==> src/rtl/slot_allocator_pkg.sv <==
// Shared definitions for slot allocator producers and consumers.
// Holds the default slot count and the slot-id type sized to match it.
package slot_allocator_pkg;

  localparam int DEPTH_DEFAULT = 16;
  localparam int SLOT_ID_W     = $clog2(DEPTH_DEFAULT);

  typedef logic [SLOT_ID_W-1:0] slot_id_t;

endpackage

==> src/rtl/slot_allocator_if.sv <==
// Allocate/free/flush request bundle and status returned by the allocator.
// master = client side driving requests, slave = allocator side.
interface slot_allocator_if #(
  parameter int DEPTH = slot_allocator_pkg::DEPTH_DEFAULT
);

  localparam int IDW  = $clog2(DEPTH);
  localparam int CNTW = $clog2(DEPTH) + 1;

  logic            alloc_req;
  logic            alloc_ready;
  logic [IDW-1:0]  alloc_id;
  logic            free_valid;
  logic [IDW-1:0]  free_id;
  logic            flush;
  logic [CNTW-1:0] free_count;
  logic            double_free;

  modport master (
    output alloc_req, free_valid, free_id, flush,
    input  alloc_ready, alloc_id, free_count, double_free
  );

  modport slave (
    input  alloc_req, free_valid, free_id, flush,
    output alloc_ready, alloc_id, free_count, double_free
  );

endinterface

==> src/rtl/parallel_finder.sv <==
// Lowest-set-bit finder: index is the lowest set bit of vec, index_valid is any bit set.
// Purely combinational; index is 0 when no bit is set.
module parallel_finder #(
  parameter int WIDTH = 16
) (
  input  logic [WIDTH-1:0]         vec,
  output logic [$clog2(WIDTH)-1:0] index,
  output logic                     index_valid
);

  localparam int IW = $clog2(WIDTH);

  always_comb begin
    index = '0;
    // Scan from the top so the lowest set bit is the last one written.
    for (int i = WIDTH - 1; i >= 0; i--) begin
      if (vec[i]) index = IW'(i);
    end
  end

  assign index_valid = |vec;

endmodule

==> src/rtl/slot_allocator.sv <==
// Slot allocator: busy bitmap with zero-latency lowest-free grant, free, flush and free count.
// Optional sticky double-free detection is enabled by `define SLOT_ALLOCATOR_DOUBLE_FREE_CHECK_EN.
import slot_allocator_pkg::*;

module slot_allocator #(
  parameter int DEPTH = DEPTH_DEFAULT
) (
  input  logic               clk,
  input  logic               rst,
  slot_allocator_if.slave    bus
);

  localparam int IDW  = $clog2(DEPTH);
  localparam int CNTW = $clog2(DEPTH) + 1;

  logic [DEPTH-1:0] busy_q, busy_d;
  logic [CNTW-1:0]  free_count_q, free_count_d;
  logic [IDW-1:0]   lowest_free;
  logic             any_free;
  logic             alloc_fire;
  logic             free_fire;

  parallel_finder #(.WIDTH(DEPTH)) u_finder (
    .vec         (~busy_q),
    .index       (lowest_free),
    .index_valid (any_free)
  );

  assign bus.alloc_ready = any_free;
  assign bus.alloc_id    = any_free ? lowest_free : '0;
  assign bus.free_count  = free_count_q;

  assign alloc_fire = bus.alloc_req & any_free;
  // A granted slot is free and a fired free targets a busy slot, so they never collide.
  assign free_fire  = bus.free_valid & busy_q[bus.free_id];

  always_comb begin
    busy_d       = busy_q;
    free_count_d = free_count_q;
    if (bus.flush) begin
      busy_d       = '0;
      free_count_d = CNTW'(DEPTH);
    end else begin
      if (alloc_fire) busy_d[lowest_free] = 1'b1;
      if (free_fire)  busy_d[bus.free_id] = 1'b0;
      case ({alloc_fire, free_fire})
        2'b10:   free_count_d = free_count_q - CNTW'(1);
        2'b01:   free_count_d = free_count_q + CNTW'(1);
        default: free_count_d = free_count_q;
      endcase
    end
  end

  always_ff @(posedge clk) begin
    if (rst) begin
      busy_q       <= '0;
      free_count_q <= CNTW'(DEPTH);
    end else begin
      busy_q       <= busy_d;
      free_count_q <= free_count_d;
    end
  end

`ifdef SLOT_ALLOCATOR_DOUBLE_FREE_CHECK_EN
  logic double_free_q, double_free_d;

  always_comb begin
    double_free_d = double_free_q;
    if (bus.free_valid && !busy_q[bus.free_id] && !bus.flush) double_free_d = 1'b1;
  end

  always_ff @(posedge clk) begin
    if (rst) double_free_q <= 1'b0;
    else     double_free_q <= double_free_d;
  end

  assign bus.double_free = double_free_q;
`else
  assign bus.double_free = 1'b0;
`endif

endmodule

==> src/flat_wrapper.sv <==
// flat-port wrapper written by rule: the top's interface ports become plain ports
module slot_allocator_flat 
#(
  parameter int DEPTH = DEPTH_DEFAULT
)
  (clk, rst, bus_alloc_req, bus_free_valid, bus_free_id, bus_flush, bus_alloc_ready, bus_alloc_id, bus_free_count, bus_double_free);
  slot_allocator_if #(.DEPTH(DEPTH)) bus_i ();
  input  logic clk;
  input  logic rst;
  input wire logic [$bits(bus_i.alloc_req)-1:0] bus_alloc_req;
  input wire logic [$bits(bus_i.free_valid)-1:0] bus_free_valid;
  input wire logic [$bits(bus_i.free_id)-1:0] bus_free_id;
  input wire logic [$bits(bus_i.flush)-1:0] bus_flush;
  output wire logic [$bits(bus_i.alloc_ready)-1:0] bus_alloc_ready;
  output wire logic [$bits(bus_i.alloc_id)-1:0] bus_alloc_id;
  output wire logic [$bits(bus_i.free_count)-1:0] bus_free_count;
  output wire logic [$bits(bus_i.double_free)-1:0] bus_double_free;
  assign bus_i.alloc_req = bus_alloc_req;
  assign bus_i.free_valid = bus_free_valid;
  assign bus_i.free_id = bus_free_id;
  assign bus_i.flush = bus_flush;
  assign bus_alloc_ready = bus_i.alloc_ready;
  assign bus_alloc_id = bus_i.alloc_id;
  assign bus_free_count = bus_i.free_count;
  assign bus_double_free = bus_i.double_free;
  slot_allocator #(.DEPTH(DEPTH)) u_core (.clk(clk), .rst(rst), .bus(bus_i));
endmodule
==> config.mk <==
export PLATFORM = sky130hd
export DESIGN_NAME = slot_allocator_flat
export DESIGN_NICKNAME = d
export VERILOG_FILES = /design/src/rtl/slot_allocator_pkg.sv /design/src/rtl/slot_allocator_if.sv /design/src/rtl/parallel_finder.sv /design/src/rtl/slot_allocator.sv /design/src/flat_wrapper.sv
export SDC_FILE = /design/constraint.sdc
export NUM_CORES = 1
export LEC_CHECK = 0
export CORE_MARGIN = 3
export CORE_UTILIZATION = 42
export CTS_BUF_LIST = sky130_fd_sc_hd__clkbuf_16
export CTS_CLUSTER_SIZE = 30
export DETAILED_ROUTE_END_ITERATION = 8
export SLEW_MARGIN = 10
export SYNTH_ARGS = -nofsm -noshare
export SYNTH_HDL_FRONTEND = slang
export SYNTH_SLANG_ARGS = --single-unit
==> constraint.sdc <==
create_clock -name clk -period 7.7 [get_ports clk]
set_input_delay 1.54 -clock clk [delete_from_list [all_inputs] [get_ports clk]]
set_output_delay 1.54 -clock clk [all_outputs]
set_load 0.05 [all_outputs]
==> reports/results.tsv <==
stage	metric	value	unit
cells_and_area	Layout Utilization	0.562	
power_and_ir_drop	worst vdd ir	120	uV
floorplan	Die Wd	62.6	um
synth	Primary FF master, synth	dfxtp_1	
min_path	Hold WC Path Type	register to register	
synth	Post-synth EDFFs	0	
sta	unrepaired setup endpoints after global routing	no	
routing	via total after detailed routing	1269	
worst_setup_path	CP arrival	4.93	ns
placement	Area after DPL	1550	um^2
cts	CTS tree	built	
cells_and_area	fraction of layout cells with a size suffix above 1	0.0739	
cts	later-pin clock latency in the skew report	0.25	ns
worst_setup_path	endpoint class of the critical path	register	
placement	pre-CTS setup slack	2.69	ns
sta	endpoints failing setup	0	
cts	# clock sinks	21	
status	status	completed	
placement	# port buffers	18	
cts	Post-CTS Resized	0	
sta	post-route minimum period	4.74	ns
floorplan	core area	2900	um^2
floorplan	Starting Density	0.464	
sta	worst-case clock skew	0.00506	ns
grt	number of global-route vias before repair	1227	
cells_and_area	layout net count	191	
grt	largest net degree at the start of global routing	13	
cts	CTS buffer count	3	
placement	HPWL Detailed	2710	um
sta	Slew HR	0.449	
synth	Yosys cell types	39	
sta	TNS Setup	0	ns
routing	routed wire length	3560	um
synth	post-synthesis sequential area ratio	0.313	
power_and_ir_drop	internal power	0.195	mW
sta	setup ws final	2.96	ns
grt	initial antenna violation count	0	
worst_setup_path	startpoint types	input port	
grt	Total GRT Usage	0.188	
synth	most frequent cell after synthesis	dfxtp_1	
floorplan	Rows	19	
cts	Clock Tree Buf Depth	2	
cells_and_area	P&R area growth vs syn	21.1	%
synth	Syn Nets	174	
synth	cell area after synthesis	1350	um^2
power_and_ir_drop	PD cells	156	nW/um^2
grt	GR Util met2	0.285	
synth	Mean Syn Cell Area	8.41	um^2
grt	gr busiest metal	met2	
worst_setup_path	crit-path max FO	8	
floorplan	I/O Pins	20	
synth	post-synthesis sequential element count	21	
grt	routing usage on met1	0.262	
grt	Congestion Overflow GR	0	
worst_setup_path	Data required, critical path	7.89	ns
routing	ANT nets after route	0	
cts	CTS Root Cell	clkbuf_16	
routing	via/cell ratio	5.82	
sta	Final Hold Viols	0	
synth	fraction of registers with async set/reset	0	
synth	Synth warnings	0	
synth	post-synth top area share	0.313	
sta	Hold Slack	0.514	ns
worst_setup_path	Worst Path Class, Setup	input port to register	
grt	met3 Track Usage GR	0.0504	
grt	first-pass GRT wire length	5850	um
placement	gp weighted congestion	0.918	
cts	Post-CTS Setup Bufs	0	
placement	dpl cells	214	
cts	Clock transition at path regs	0.06	ns
power_and_ir_drop	Reg power frac	0.442	
cts	Hold Buf Count CTS	0	
routing	1st-iter DRT viols	122	
routing	drt drc	0	
synth	post-synth top area cell	dfxtp_1	
power_and_ir_drop	Leak	0.552	nW
cells_and_area	# diodes	0	
sta	maximum clock frequency	0.211	GHz
power_and_ir_drop	overall power	0.255	mW
routing	Routed wire per std cell	16.3	um
job	Max-Cap Viols	0	
synth	synth top area cells	dfxtp_1, mux4_2, nor2_1	
synth	Syn Inst Count	160	
floorplan	Die ar.	3920	um^2
power_and_ir_drop	combinational power share	0.139	
sta	Tcrit/Tclk final	0.616	
power_and_ir_drop	sw frac	0.235	
power_and_ir_drop	clock share of power	0.418	
synth	commonest cells in the netlist	dfxtp_1, nor2_1, a21oi_1	
routing	First-pass DRT Iterations	4	
floorplan	DIE HEIGHT	62.6	um
sta	Worst Tran Pin Value	0.824	ns
cells_and_area	final instance area	1630	um^2
power_and_ir_drop	P_sw	0.0599	mW
cells_and_area	Finished Layout Cells	218	
cts	H-tree depth	1	
sta	Pins Over Slew Limit	0	
==> placed cells by master (no fill, tap or decap), drive strengths merged, types with 5 or more instances in the layout <==
cell           instances
nor3                   9
o21ai                  8
clkdlybuf4s50         18
a21oi                 14
inv                    8
nand2                 10
dfxtp                 21
nand3                  7
o221a                  7
nor2b                  7
mux4                   5
nor2                  19
==> layout make-up <==
cell class	instances	area [um^2]
fillers	292	1270
multi-input cells	126	871
flip-flops and latches	21	420
repair buffers	18	180
clock buffers	3	75.1
well taps	42	52.6
inverters	7	26.3
clock inverters	1	3.75
==> worst paths after layout <==
kind                            cells past startpoint                       end  slack, ns                startpoint
worst min register to register                      2  u_core.bus.free_count[4]       0.51  u_core.bus.free_count[4]
worst max-delay path                               12  u_core.bus.free_count[4]       2.96            bus_free_id[0]
worst min-delay path                                2  u_core.bus.free_count[4]       0.51  u_core.bus.free_count[4]
worst max register to register                     11  u_core.bus.free_count[4]       4.61          u_core.busy_q[8]
==> power groups by stage <==
stage	sequential, mW	combinational, mW	clock, mW
after CTS	0.113	0.0357	0.110
after detailed placement	0.115	0.0355	0
after global routing	0.113	0.0387	0.114
after floorplan	0.120	0.0189	0
after global placement	0.115	0.0350	0
final	0.113	0.0355	0.107
==> layer usage <==
| metal | up-vias | share of wire |
|---|---|---|
| met5 | - | 0 |
| met4 | 0 | 0.013 |
| met3 | 6 | 0.076 |
| met2 | 57 | 0.45 |
| met1 | 586 | 0.46 |
| li1 | 620 | - |
==> logic make-up after synthesis <==
family          after synthesis  synth area share
simple gates                 69             0.262
compound gates               41             0.210
flops                        21             0.313
buf+inv                      13            0.0400
mux                           6            0.0940
fa+ha+maj                     5            0.0521
xor+xnor                      4            0.0261
other cells                   1           0.00279
==> state kept, by name, indices dropped and copies added, names as in the netlist <==
signal                 cells
u_core.busy_q             16
u_core.bus.free_count      5
==> critical path, stage by stage <==
cell	delay, ns
clkdlybuf4s50_1	0.66
mux4_1	0.62
mux4_2	0.47
and2_1	0.17
ha_1	0.21
inv_1	0.14
ha_1	0.29
a21o_1	0.19
a21oi_1	0.17
xnor2_1	0.10
or3_1	0.30
nand3_1	0.08
Note: power is estimated with default switching activity, not from simulation.
